===== config.mk =====
export PLATFORM = sky130hd
export DESIGN_NAME = vga_fifo_reader_flat
export DESIGN_NICKNAME = d
export VERILOG_FILES = /design/src/rtl/vga_pkg.sv /design/src/rtl/vga_fifo_reader_if.sv /design/src/rtl/vga_timing_gen.sv /design/src/rtl/vga_fifo_reader.sv /design/src/flat_wrapper.sv
export SDC_FILE = /design/constraint.sdc
export NUM_CORES = 1
export LEC_CHECK = 0
export ABC_AREA = 1
export CORE_AREA = 4 4 67 69
export CTS_CLUSTER_SIZE = 28
export DETAILED_ROUTE_END_ITERATION = 8
export DIE_AREA = 0 0 71 73
export DONT_BUFFER_PORTS = 1
export SLEW_MARGIN = 20
export SYNTH_ARGS = -nofsm -noshare
export SYNTH_HDL_FRONTEND = slang
export SYNTH_SLANG_ARGS = --single-unit

===== constraint.sdc =====
create_clock -name clk -period 3 [get_ports clk]
set_input_delay 0.3 -clock clk [delete_from_list [all_inputs] [get_ports clk]]
set_output_delay 0.3 -clock clk [all_outputs]
set_load 0.02 [all_outputs]

===== src/rtl/vga_pkg.sv =====
// Shared VGA timing defaults, RGB pixel type and reader state encoding.
package vga_pkg;

    localparam int unsigned VGA_H_ACTIVE = 640;
    localparam int unsigned VGA_H_FP     = 16;
    localparam int unsigned VGA_H_SYNC   = 96;
    localparam int unsigned VGA_H_BP     = 48;
    localparam int unsigned VGA_V_ACTIVE = 480;
    localparam int unsigned VGA_V_FP     = 10;
    localparam int unsigned VGA_V_SYNC   = 2;
    localparam int unsigned VGA_V_BP     = 33;

    localparam int unsigned VGA_H_TOTAL = VGA_H_ACTIVE + VGA_H_FP + VGA_H_SYNC + VGA_H_BP;
    localparam int unsigned VGA_V_TOTAL = VGA_V_ACTIVE + VGA_V_FP + VGA_V_SYNC + VGA_V_BP;

    typedef struct packed {
        logic [7:0] r;
        logic [7:0] g;
        logic [7:0] b;
    } rgb_t;

    typedef enum logic {
        WAIT_FILL,
        RUN
    } state_t;

endpackage


===== src/rtl/vga_fifo_reader_if.sv =====
// Pixel-side read handshake of the display FIFO.
interface vga_fifo_reader_if;

    logic          rd_fifo;
    logic          fifo_empty;
    vga_pkg::rgb_t fifo_data;

    modport master (output rd_fifo, input fifo_empty, input fifo_data);
    modport slave  (input rd_fifo, output fifo_empty, output fifo_data);

endinterface


===== src/rtl/vga_timing_gen.sv =====
// Horizontal/vertical raster counters with combinational active and sync decode.
module vga_timing_gen #(
    parameter int unsigned H_ACTIVE = 640,
    parameter int unsigned H_FP     = 16,
    parameter int unsigned H_SYNC   = 96,
    parameter int unsigned H_BP     = 48,
    parameter int unsigned V_ACTIVE = 480,
    parameter int unsigned V_FP     = 10,
    parameter int unsigned V_SYNC   = 2,
    parameter int unsigned V_BP     = 33,
    parameter int unsigned HW       = $clog2(H_ACTIVE + H_FP + H_SYNC + H_BP),
    parameter int unsigned VW       = $clog2(V_ACTIVE + V_FP + V_SYNC + V_BP)
) (
    input  logic          clk,
    input  logic          rst,
    input  logic          en,
    output logic [HW-1:0] h_cnt,
    output logic [VW-1:0] v_cnt,
    output logic          act,
    output logic          hs0,
    output logic          vs0
);

    localparam int unsigned H_TOTAL  = H_ACTIVE + H_FP + H_SYNC + H_BP;
    localparam int unsigned V_TOTAL  = V_ACTIVE + V_FP + V_SYNC + V_BP;
    localparam int unsigned HS_START = H_ACTIVE + H_FP;
    localparam int unsigned HS_END   = HS_START + H_SYNC;
    localparam int unsigned VS_START = V_ACTIVE + V_FP;
    localparam int unsigned VS_END   = VS_START + V_SYNC;

    logic [31:0] h_ext;
    logic [31:0] v_ext;

    always_ff @(posedge clk) begin
        if (!rst) begin
            h_cnt <= '0;
            v_cnt <= '0;
        end else if (en) begin
            if (h_cnt == HW'(H_TOTAL - 1)) begin
                h_cnt <= '0;
                v_cnt <= (v_cnt == VW'(V_TOTAL - 1)) ? '0 : v_cnt + VW'(1);
            end else begin
                h_cnt <= h_cnt + HW'(1);
            end
        end
    end

    // Decode in 32 bits so a zero-width back porch cannot truncate the sync end bound.
    always_comb begin
        h_ext = 32'(h_cnt);
        v_ext = 32'(v_cnt);
        act   = (h_ext < H_ACTIVE) && (v_ext < V_ACTIVE);
        hs0   = !((h_ext >= HS_START) && (h_ext < HS_END));
        vs0   = !((v_ext >= VS_START) && (v_ext < VS_END));
    end

endmodule


===== src/rtl/vga_fifo_reader.sv =====
// VGA raster reader: pops the pixel FIFO during active video and aligns data with sync.
module vga_fifo_reader
    import vga_pkg::*;
#(
    parameter int unsigned H_ACTIVE = VGA_H_ACTIVE,
    parameter int unsigned H_FP     = VGA_H_FP,
    parameter int unsigned H_SYNC   = VGA_H_SYNC,
    parameter int unsigned H_BP     = VGA_H_BP,
    parameter int unsigned V_ACTIVE = VGA_V_ACTIVE,
    parameter int unsigned V_FP     = VGA_V_FP,
    parameter int unsigned V_SYNC   = VGA_V_SYNC,
    parameter int unsigned V_BP     = VGA_V_BP
) (
    input  logic                     clk,
    input  logic                     rst,
    vga_fifo_reader_if.master        fifo,
    output logic                     hsync,
    output logic                     vsync,
    output logic                     de,
    output logic [7:0]               pixel_r,
    output logic [7:0]               pixel_g,
    output logic [7:0]               pixel_b,
    output logic                     frame_start,
    output logic                     underflow
);

    localparam int unsigned HW = $clog2(H_ACTIVE + H_FP + H_SYNC + H_BP);
    localparam int unsigned VW = $clog2(V_ACTIVE + V_FP + V_SYNC + V_BP);

    state_t        state_q;
    state_t        state_d;
    logic [HW-1:0] h_cnt;
    logic [VW-1:0] v_cnt;
    logic          act;
    logic          hs0;
    logic          vs0;
    logic          run;
    logic          rd_q;
    rgb_t          pix;

    assign run = (state_q == RUN);

    vga_timing_gen #(
        .H_ACTIVE (H_ACTIVE),
        .H_FP     (H_FP),
        .H_SYNC   (H_SYNC),
        .H_BP     (H_BP),
        .V_ACTIVE (V_ACTIVE),
        .V_FP     (V_FP),
        .V_SYNC   (V_SYNC),
        .V_BP     (V_BP),
        .HW       (HW),
        .VW       (VW)
    ) u_timing (
        .clk   (clk),
        .rst   (rst),
        .en    (run),
        .h_cnt (h_cnt),
        .v_cnt (v_cnt),
        .act   (act),
        .hs0   (hs0),
        .vs0   (vs0)
    );

    always_ff @(posedge clk) begin
        if (!rst) begin
            state_q <= WAIT_FILL;
        end else begin
            state_q <= state_d;
        end
    end

    always_comb begin
        state_d = state_q;
        case (state_q)
            WAIT_FILL: if (!fifo.fifo_empty) state_d = RUN;
            RUN:       state_d = RUN;
            default:   state_d = WAIT_FILL;
        endcase
    end

    assign fifo.rd_fifo = run && act && !fifo.fifo_empty;

    always_ff @(posedge clk) begin
        if (!rst) begin
            hsync       <= 1'b1;
            vsync       <= 1'b1;
            de          <= 1'b0;
            rd_q        <= 1'b0;
            frame_start <= 1'b0;
            underflow   <= 1'b0;
        end else begin
            hsync       <= run ? hs0 : 1'b1;
            vsync       <= run ? vs0 : 1'b1;
            de          <= run && act;
            rd_q        <= fifo.rd_fifo;
            frame_start <= run && act && (h_cnt == '0) && (v_cnt == '0);
            underflow   <= underflow || (run && act && fifo.fifo_empty);
        end
    end

    // FIFO dout already lags the read by one cycle, so muxing it here lines it up with de.
    assign pix     = rd_q ? fifo.fifo_data : '0;
    assign pixel_r = pix.r;
    assign pixel_g = pix.g;
    assign pixel_b = pix.b;

endmodule


===== src/flat_wrapper.sv =====
// flat-port wrapper written by rule: the top's interface ports become plain ports
module vga_fifo_reader_flat import vga_pkg::*;
#(
    parameter int unsigned H_ACTIVE = VGA_H_ACTIVE,
    parameter int unsigned H_FP     = VGA_H_FP,
    parameter int unsigned H_SYNC   = VGA_H_SYNC,
    parameter int unsigned H_BP     = VGA_H_BP,
    parameter int unsigned V_ACTIVE = VGA_V_ACTIVE,
    parameter int unsigned V_FP     = VGA_V_FP,
    parameter int unsigned V_SYNC   = VGA_V_SYNC,
    parameter int unsigned V_BP     = VGA_V_BP
)
  (clk, rst, hsync, vsync, de, pixel_r, pixel_g, pixel_b, frame_start, underflow, fifo_rd_fifo, fifo_fifo_empty, fifo_fifo_data);
  vga_fifo_reader_if fifo_i ();
  input  logic clk;
  input  logic rst;
  output logic hsync;
  output logic vsync;
  output logic de;
  output logic [7:0] pixel_r;
  output logic [7:0] pixel_g;
  output logic [7:0] pixel_b;
  output logic frame_start;
  output logic underflow;
  output wire logic [$bits(fifo_i.rd_fifo)-1:0] fifo_rd_fifo;
  input wire logic [$bits(fifo_i.fifo_empty)-1:0] fifo_fifo_empty;
  input wire logic [$bits(fifo_i.fifo_data)-1:0] fifo_fifo_data;
  assign fifo_rd_fifo = fifo_i.rd_fifo;
  assign fifo_i.fifo_empty = fifo_fifo_empty;
  assign fifo_i.fifo_data = fifo_fifo_data;
  vga_fifo_reader #(.H_ACTIVE(H_ACTIVE), .H_FP(H_FP), .H_SYNC(H_SYNC), .H_BP(H_BP), .V_ACTIVE(V_ACTIVE), .V_FP(V_FP), .V_SYNC(V_SYNC), .V_BP(V_BP)) u_core (.clk(clk), .rst(rst), .fifo(fifo_i), .hsync(hsync), .vsync(vsync), .de(de), .pixel_r(pixel_r), .pixel_g(pixel_g), .pixel_b(pixel_b), .frame_start(frame_start), .underflow(underflow));
endmodule

==> out/metrics.csv <==
stage,metric,value,unit
run_status,status,"complete, no violations",
place,post-dp-hpwl,3.16,mm
sta,min_period,1.96,ns
clocking,cts.repair.resized,0,
clocking,hold_buffers,0,
power_and_ir_drop,power,0.000643,W
layout,mostFrequentLayoutCell,nand2_1,
clocking,cts-root-buf,clkbuf_8,
layout,fillCellCount,407,
setup_path,crit_path_max_fanout,10,
sta,hold_viol,0,
sta,fin_hold_ws,0.0860,ns
yosys,syn_inst,269,
layout,fin_nets,298,
run,maxCapViolCount,0,
floorplanning,core-area,3910,um2
place,gp_congestion,0.811,
yosys,synth_area,1700,um2
setup_path,cp-end-kind,output port,
drt,viasPerCell,5.04,
setup_path,cp.required,2.70,ns
power_and_ir_drop,p_per_area,363,nW/um2
grt,grt_usage,16.0,%
drt,route.detailed.drc,0,
drt,ant_nets,0,
grt,grt_pass1_vias,1479,
yosys,synth.ff_latch_count,27,
grt,grt_max_degree,25,
clocking,clk_latency,0.27,ns
power_and_ir_drop,vdd_drop_max,157,uV
grt,overflow,0,
drt,wl_per_cell,12.7,um
floorplanning,dieHeight,73,um
yosys,ys_warn_count,0,
sta,clock_skew,0.00545,ns
sta,final-setup-viol-count,0,
setup_path,startpoint_type,flop,
sta,worst_slew_pin_slew,0.663,ns
setup_path,critPathKind,reg2out,
min_path,min_path_type,in2reg,
sta,fmax,0.509,GHz
power_and_ir_drop,p_leak,0.922,nW
drt,finalWirelength,4.02,mm
floorplanning,dieArea,5180,um2
sta,timing.setup.tns,0,ns
clocking,cts_buffers,3,
floorplanning,start_util,43.5,%
grt,grt_antenna_before_repair,0,
yosys,syn_nets,300,
drt,drt_iter0_markers,117,
clocking,clk_pin_slew,0.09,ns
yosys,yosysUniqueCellTypes,28,
layout,final_cell_mix,"nand2_1, inv_1, nor2_1",
place,io_buffer_count,0,
sta,timing.final.crit_share,65.5,%
sta,rsz0062_at_grt,false,
setup_path,cp_data_arrival_time,1.66,ns
layout,drive_gt1_share,10.2,%
drt,num_vias,1592,
clocking,htree_levels,1,
yosys,avgSynthCellArea,6.33,um2
clocking,cts_buffer_depth,2,
drt,firstDrtPassIters,4,
yosys,synth-seq-area-share,31.7,%
clocking,cts_setup_buffers,0,
sta,drv_slew,0,
clocking,cts_tree,done,
sta,worst_slew_margin_rel,55.8,%
floorplanning,chipWidth,71,um
clocking,clock-sinks,27,
layout,antenna_cells,0,
floorplanning,ios,57,
floorplanning,row_count,23,
grt,grt_first_pass_wirelength,6.60,mm
layout,area_growth,3.82,%
==> layer usage <==
| layer | up-vias | track usage [%] | part of all wire (%) |
|---|---|---|---|
| li1 | 811 | - | - |
| met1 | 699 | 19.8 | 46 |
| met5 | - | 0 | 0 |
| met2 | 78 | 27.5 | 43 |
| met4 | 0 | 6.47 | 1.2 |
| met3 | 4 | 2.89 | 9.2 |
==> layout make-up <==
type | count | area, um2 | share of cell area, %
tap | 50 | 62.6 | 3.54
clock buffer | 4 | 45.0 | 2.55
sequential | 27 | 541 | 30.6
inverter | 54 | 203 | 11.5
multi-input combinational | 181 | 917 | 51.9
==> stage by stage <==
step | instance area [um2] | cells | utilization [%] | setup slack [ns]
global placement | 1720 | 312 | 44.0 | 1.42
CTS | 1770 | 316 | 45.2 | 1.05
floorplan | 1700 | 269 | - | 1.61
global route | 1770 | 316 | 45.2 | 0.825
finish | 1770 | 316 | 45.2 | 1.04
detailed placement | 1720 | 312 | 44.0 | 1.36
==> registers in the layout (all words and copies together) (netlist names) <==
signal / cells
u_core.de: 1
u_core.frame_start: 1
u_core.hsync: 1
u_core.rd_q: 1
u_core.run: 1
u_core.u_timing.h_cnt: 10
u_core.u_timing.v_cnt: 10
u_core.underflow: 1
u_core.vsync: 1
==> worst max-delay path, cell delays in order, from the launching register on <==
cell and delay, ns:
dfxtp_1 0.56, inv_2 0.09, nor3_1 0.32, nand2_1 0.09
nor2_1 0.32
==> worst paths after layout <==
kind	startpoint	endpoint	slack, ns	cells after the start
worst min register to register	u_core.u_timing.h_cnt[0]	u_core.u_timing.h_cnt[0]	0.53	2
worst max-delay path	u_core.run	fifo_rd_fifo	1.04	4
worst min-delay path	fifo_fifo_empty	u_core.rd_q	0.09	1
worst max register to register	u_core.u_timing.h_cnt[1]	u_core.u_timing.v_cnt[4]	1.42	8
==> power breakdown <==
group          switching (W)  internal (W)  leakage, nW
combinational      0.0000373     0.0000143        0.680
sequential         0.0000156      0.000366        0.219
clock               0.000114     0.0000952       0.0228
==> synthesized netlist by cell type (all sizes together) <==
library cell	instances	area, um2
nor4	2	12.5
o211ai	1	7.51
xor2	4	35.0
a21oi	10	68.8
nor2	36	164
nand4	8	56.3
ha	4	50.1
clkbuf	4	15.0
inv	54	203
nand2	84	333
nand3	21	130
nand3b	2	15.0
dfxtp	27	541
nor3	2	10.0
o21ai	7	35.0
buf	3	27.5
==> kinds of logic (layout without fill, tap and decap cells) <==
logic type	count (synthesis)	after routing	synth area share [%]
simple gates	155	155	42.3
fa+ha+maj	4	4	2.94
compound gates	18	18	6.54
flops	27	27	31.7
xor+xnor	4	4	2.06
buf+inv	61	58	14.4
(Power assumes the default switching activity.)
==> variant 1: new RTL, same settings <==
Reset style: asynchronous (`rst`), changed in 3 clocked blocks.
--- a/src/rtl/vga_timing_gen.sv
+++ b/src/rtl/vga_timing_gen.sv
@@ -32,5 +32,5 @@
     logic [31:0] v_ext;
 
-    always_ff @(posedge clk) begin
+    always_ff @(posedge clk or negedge rst) begin
         if (!rst) begin
             h_cnt <= '0;
--- a/src/rtl/vga_fifo_reader.sv
+++ b/src/rtl/vga_fifo_reader.sv
@@ -63,5 +63,5 @@
     );
 
-    always_ff @(posedge clk) begin
+    always_ff @(posedge clk or negedge rst) begin
         if (!rst) begin
             state_q <= WAIT_FILL;
@@ -82,5 +82,5 @@
     assign fifo.rd_fifo = run && act && !fifo.fifo_empty;
 
-    always_ff @(posedge clk) begin
+    always_ff @(posedge clk or negedge rst) begin
         if (!rst) begin
             hsync       <= 1'b1;
Check against the original RTL: differs if rst is asserted again (counterexample within 4 cycles, from zero or initial values and one cycle with rst low); with rst held inactive, the same outputs for 10 cycles.
==> variant 1 against the original RTL <==
Routed wire length fell by 15%. Sequential cell count unchanged. Synthesized area fell by 0.37%. Design area rose by 1.5%. Via count shrank 14%. Largest power group unchanged. Clock skew grew 0.0019 ns. Power shrank 2.8%. Worst setup slack gained 0.0031 ns.
==> variant 1: results (changes against the original RTL) <==
qor: detailed_routing.drt-total-wl 3.42 mm [-15%]
qor: synthesis.number_of_distinct_library_cell_variants_in_the_gate_level_netlist_after_synthesis 27 [-3.6%]
qor: finish.antenna-diode-count 0 [unchanged]
qor: worst_hold_path.min-delay-path-class in -> reg
qor: critical_path.critical_path_peak_fanout 9 [-1]
qor: synthesis.yosys-top-cells-count 63 x sky130_fd_sc_hd__nand2_1, 54 x sky130_fd_sc_hd__inv_1, 25 x sky130_fd_sc_hd__dfrtp_1
qor: critical_path.crit_path_max_incr_delay 0.52 ns [-0.04 ns]
qor: synthesis.ys.flop_type sky130_fd_sc_hd__dfrtp_1
qor: synthesis.synth.area.top_cells sky130_fd_sc_hd__dfrtp_1 37%, sky130_fd_sc_hd__nand2_1 14%, sky130_fd_sc_hd__inv_1 12%, sky130_fd_sc_hd__nand3_1 5.3%, sky130_fd_sc_hd__nor2_1 5.3%
qor: synthesis.synth_async_sr_flop_share 100% [+100 points]
qor: critical_path.reg_to_reg_setup_timing_slack 1.47 ns [+0.05 ns]
qor: detailed_routing.detailroute.via_count 1364 [-14%]
qor: place.gpl.final_weighted_congestion 0.796 [-1.9%]
qor: pwr.internal-power 0.467 mW [-1.8%]
qor: cts.post_cts.repair.setup_buffers 0 [unchanged]
qor: place.numPlacedInstances 284 [-9.0%]
qor: finish.drive_gt1_share 6.67% [-3.5 points]
qor: finish.filler_cell_count 412 [+1.2%]
qor: detailed_routing.detailedRoute.firstPassIterationCount 4 [unchanged]
qor: synthesis.ys_seq_area_share 40.0% [+8.2 points]
qor: global_routing.gr-usage-all-layers 13.9% [-2.1 points]
qor: cts.htreeDepth 1 [unchanged]
qor: timing.holdWs 0.0866 ns [+0.000537 ns]
qor: finish.top_regs u_core.u_timing.h_cnt (10), u_core.u_timing.v_cnt (10)
qor: critical_path.critPathSlowestCell sky130_fd_sc_hd__dfrtp_1
qor: global_routing.grt_max_degree 28 [+12%]
qor: pwr.power.leakage 1.04 nW [+12%]
qor: finish.fin_nets 272 [-8.7%]
qor: place.placedInstanceArea 1720 sq um [-0.29%]
qor: detailed_routing.route.detailed.vias_per_inst 4.70 [-6.6%]
qor: pwr.max_ir_drop_vdd 121 uV [-23%]
qor: outcome.status finished, final reports clean
qor: cts.clock_tree.buffer_depth 2 [unchanged]
qor: timing.timing.clock.skew 0.00731 ns [+0.00186 ns]
qor: synthesis.synth_most_common_cell sky130_fd_sc_hd__nand2_1
qor: cts.worst_setup_hold_path_clk_slew 0.10 ns
qor: place.dpl.hpwl 2.71 mm [-14%]
qor: global_routing.number_of_antenna_violations_at_the_first_check_in_global_routing 0 [unchanged]
qor: detailed_routing.drt_first_iter_violations 64 [-45%]
qor: cts.clk_latency 0.27 ns [about the same]
qor: critical_path.worst_ep_arrival_time 1.66 ns [about the same]
qor: cts.cts_root_buf sky130_fd_sc_hd__clkbuf_8
qor: global_routing.grt_pass1_wl 5.75 mm [-13%]
qor: synthesis.syn_inst 239 [-11%]
qor: global_routing.grt_pass1_vias 1233 [-17%]
qor: timing.slew-limit-headroom 59.4% [+3.7 points]
## variant 1: final cells by class
class,count,area share [%]
timing repair buffer,2,1.67
tap,50,3.49
clock buffer,3,2.30
sequential,27,37.8
multi-input combinational,151,42.7
clock inverter,1,0.279
inverter,56,11.7
## variant 1: worst paths after layout
| check | start | end | cells past startpoint |
|---|---|---|---|
| min in group asynchronous | rst | u_core.u_timing.v_cnt[5] | 2 |
| max reg2reg | u_core.run | u_core.rd_q | 4 |
| max in group asynchronous | rst | u_core.hsync | 2 |
| max | u_core.run | fifo_rd_fifo | 4 |
| min reg2reg | u_core.u_timing.h_cnt[8] | u_core.hsync | 2 |
| min | fifo_fifo_empty | u_core.run | 1 |
## variant 1: stage by stage
step | util, % | worst slack (ns)
finish | 45.8 | 1.04
CTS | 45.8 | 0.977
detailed placement | 43.9 | 1.30
global route | 45.8 | 0.868
floorplan | - | 1.54
global placement | 43.9 | 1.32
## variant 1: power groups by stage
| stage | clock [mW] | sequential [mW] | combinational [mW] |
|---|---|---|---|
| 2_1_floorplan | 0 | 0.372 | 0.0395 |
| 3_3_place_gp | 0 | 0.375 | 0.0387 |
| 3_5_place_dp | 0 | 0.376 | 0.0391 |
| 4_1_cts | 0.217 | 0.368 | 0.0509 |
| 5_1_grt | 0.232 | 0.369 | 0.0539 |
| 6_report | 0.207 | 0.368 | 0.0495 |
## variant 1: timing repair
action / in CTS / in global routing
setup endpoints to repair: 0 / 0
resized for setup: 0 / 0
endpoints found under the hold margin: 27 / 0
hold buffers: 2 / 0
## variant 1: cell families after synthesis
group / share of synthesized area [%]
AOI/OAI and AO/OA: 3.24
xor gates and xnor gates: 3.61
adders and majority gates: 2.95
buffers and inverters: 14.8
DFF: 40.0
and+or+nand+nor: 35.4
## variant 1: metal layers
layer	GRT usage, %	wire (um)	vias to the layer above
met4	5.64	38	0
met3	1.93	199	4
li1	-	-	722
met5	0	0	-
met2	23.3	1590	44
met1	18.3	1590	594
==> variant 2: new RTL, config.mk and constraints unchanged <==
Without the edit above. Change the package constant `VGA_V_BP` from 33 to 66.
--- a/src/rtl/vga_pkg.sv
+++ b/src/rtl/vga_pkg.sv
@@ -9,5 +9,5 @@
     localparam int unsigned VGA_V_FP     = 10;
     localparam int unsigned VGA_V_SYNC   = 2;
-    localparam int unsigned VGA_V_BP     = 33;
+    localparam int unsigned VGA_V_BP     = 66;
 
     localparam int unsigned VGA_H_TOTAL = VGA_H_ACTIVE + VGA_H_FP + VGA_H_SYNC + VGA_H_BP;
Formal check against the unedited RTL: same outputs for any inputs over 10 cycles, from zero or initial values and one cycle with rst low; that may be too few to reach the edited logic, so the function may still have changed.
==> variant 2 against the original RTL <==
Worst setup slack better by 0.20 ns. Die area did not move. Utilization fell by 1.8 points. Design area is 4.0% lower. Synthesized area fell by 5.5%. Synthesized cell count shrank 4.8%. Register-to-register slack better by 0.15 ns. Power up 0.43%. Sequential cell count did not move. Routed wire length decreased by 9.1%. Combinational power increased by 1%. Largest power group unchanged. Fmax grew 11%. Count of clock-buffer cells in the layout decreased by 1. Largest cell class unchanged.
==> variant 2: results (changes against the original RTL) <==
qor: timing.worstMarginPinSlew 0.647 ns [-0.0160 ns]
qor: synthesis.number_of_distinct_library_cell_variants_in_the_gate_level_netlist_after_synthesis 23 [-18%]
qor: global_routing.grt_pass1_wl 6.02 mm [-8.8%]
qor: timing.timing.clock.skew 0.00264 ns [-0.00280 ns]
qor: detailed_routing.route.detailed.vias_per_inst 4.76 [-5.6%]
qor: finish.fin_nets 289 [-3.0%]
qor: pwr.max_ir_drop_vdd 165 uV [+4.8%]
qor: critical_path.critical_path_peak_fanout 8 [-2]
qor: place.gpl.final_weighted_congestion 0.954 [+18%]
qor: synthesis.yosys.area_share.xor_xnor 3.27% [+1.2 points]
qor: critical_path.worst_ep_arrival_time 1.47 ns [-0.19 ns]
qor: detailed_routing.drt-total-wl 3.65 mm [-9.1%]
qor: pwr.clock_net_power 0.213 mW [+2%]
qor: synthesis.synth-compound-area-share 3.58% [-3.0 points]
qor: finish.finish.instance_area 1700 sq um [-4.0%]
qor: synthesis.yosys-top-cells-count 74 x sky130_fd_sc_hd__nand2_1, 53 x sky130_fd_sc_hd__inv_1, 37 x sky130_fd_sc_hd__nor2_1
qor: detailed_routing.drt_first_iter_violations 91 [-22%]
qor: synthesis.syn-num-nets 288 [-4.0%]
qor: pwr.internal-power 0.475 mW [-0.23%]
qor: finish.antenna-diode-count 0 [unchanged]
qor: synthesis.synth_adder_area_share 3.89% [+0.95 points]
qor: place.numPlacedInstances 302 [-3.2%]
qor: finish.comb_multi_in 171 [-5.5%]
qor: place.dpl.hpwl 2.89 mm [-8.5%]
qor: synthesis.mean_instance_size_in_the_synthesized_netlist 6.29 sq um [-0.71%]
qor: pwr.power.leakage 0.925 nW [+0.40%]
qor: global_routing.grt_pass1_vias 1337 [-9.6%]
qor: finish.multi_input_area 845 sq um [-7.9%]
qor: critical_path.reg2reg_from u_core.run
qor: critical_path.rr_worst_depth 7 [-1]
qor: outcome.status finished, final reports clean
qor: finish.layout.clock.cell_area_share 2.73% [+0.18 points]
qor: finish.sh_seq_area 31.8% [+1.3 points]
qor: detailed_routing.post_drt_wl_per_cell 11.9 um [-6.1%]
qor: pwr.combinationalPower 0.0523 mW [+1%]
qor: synthesis.synth.area.top_cells sky130_fd_sc_hd__dfxtp_1 34%, sky130_fd_sc_hd__nand2_1 17%, sky130_fd_sc_hd__inv_1 12%, sky130_fd_sc_hd__nor2_1 8.6%, sky130_fd_sc_hd__nand3_1 4.0%
qor: finish.filler_cell_count 437 [+7.4%]
qor: timing.max_clock_freq 0.565 GHz [+11%]
variant 2: cell count changes after synthesis, sizes merged, moves of 2 or more:
cell,unedited run,this run
a21oi,10,4
nand3,21,15
nand2,84,79
nor3,2,6
nor2,36,39
clkbuf,4,2
nor4,2,0
xor2,4,6
variant 2: metrics by stage:
stage	hold slack (ns)	total power, mW
2_1_floorplan	0.377	0.436
3_3_place_gp	0.379	0.442
3_5_place_dp	0.381	0.442
4_1_cts	0.0758	0.654
5_1_grt	0.0711	0.675
6_report	0.0833	0.645
variant 2: worst max-delay path, stage by stage, from the launching register on:
cell and delay (ns):
sky130_fd_sc_hd__dfxtp_1 0.51, sky130_fd_sc_hd__nand3_1 0.11, sky130_fd_sc_hd__nor2_1 0.16, sky130_fd_sc_hd__nand2_1 0.09, sky130_fd_sc_hd__nor2_1 0.32
variant 2: per-layer routing:
layer	vias to the layer above	GRT usage, %	wire length, um
met5	-	0	0
met1	611	17.6	1680
li1	767	-	-
met2	72	24.7	1620
met4	0	6.68	55
met3	6	2.48	295
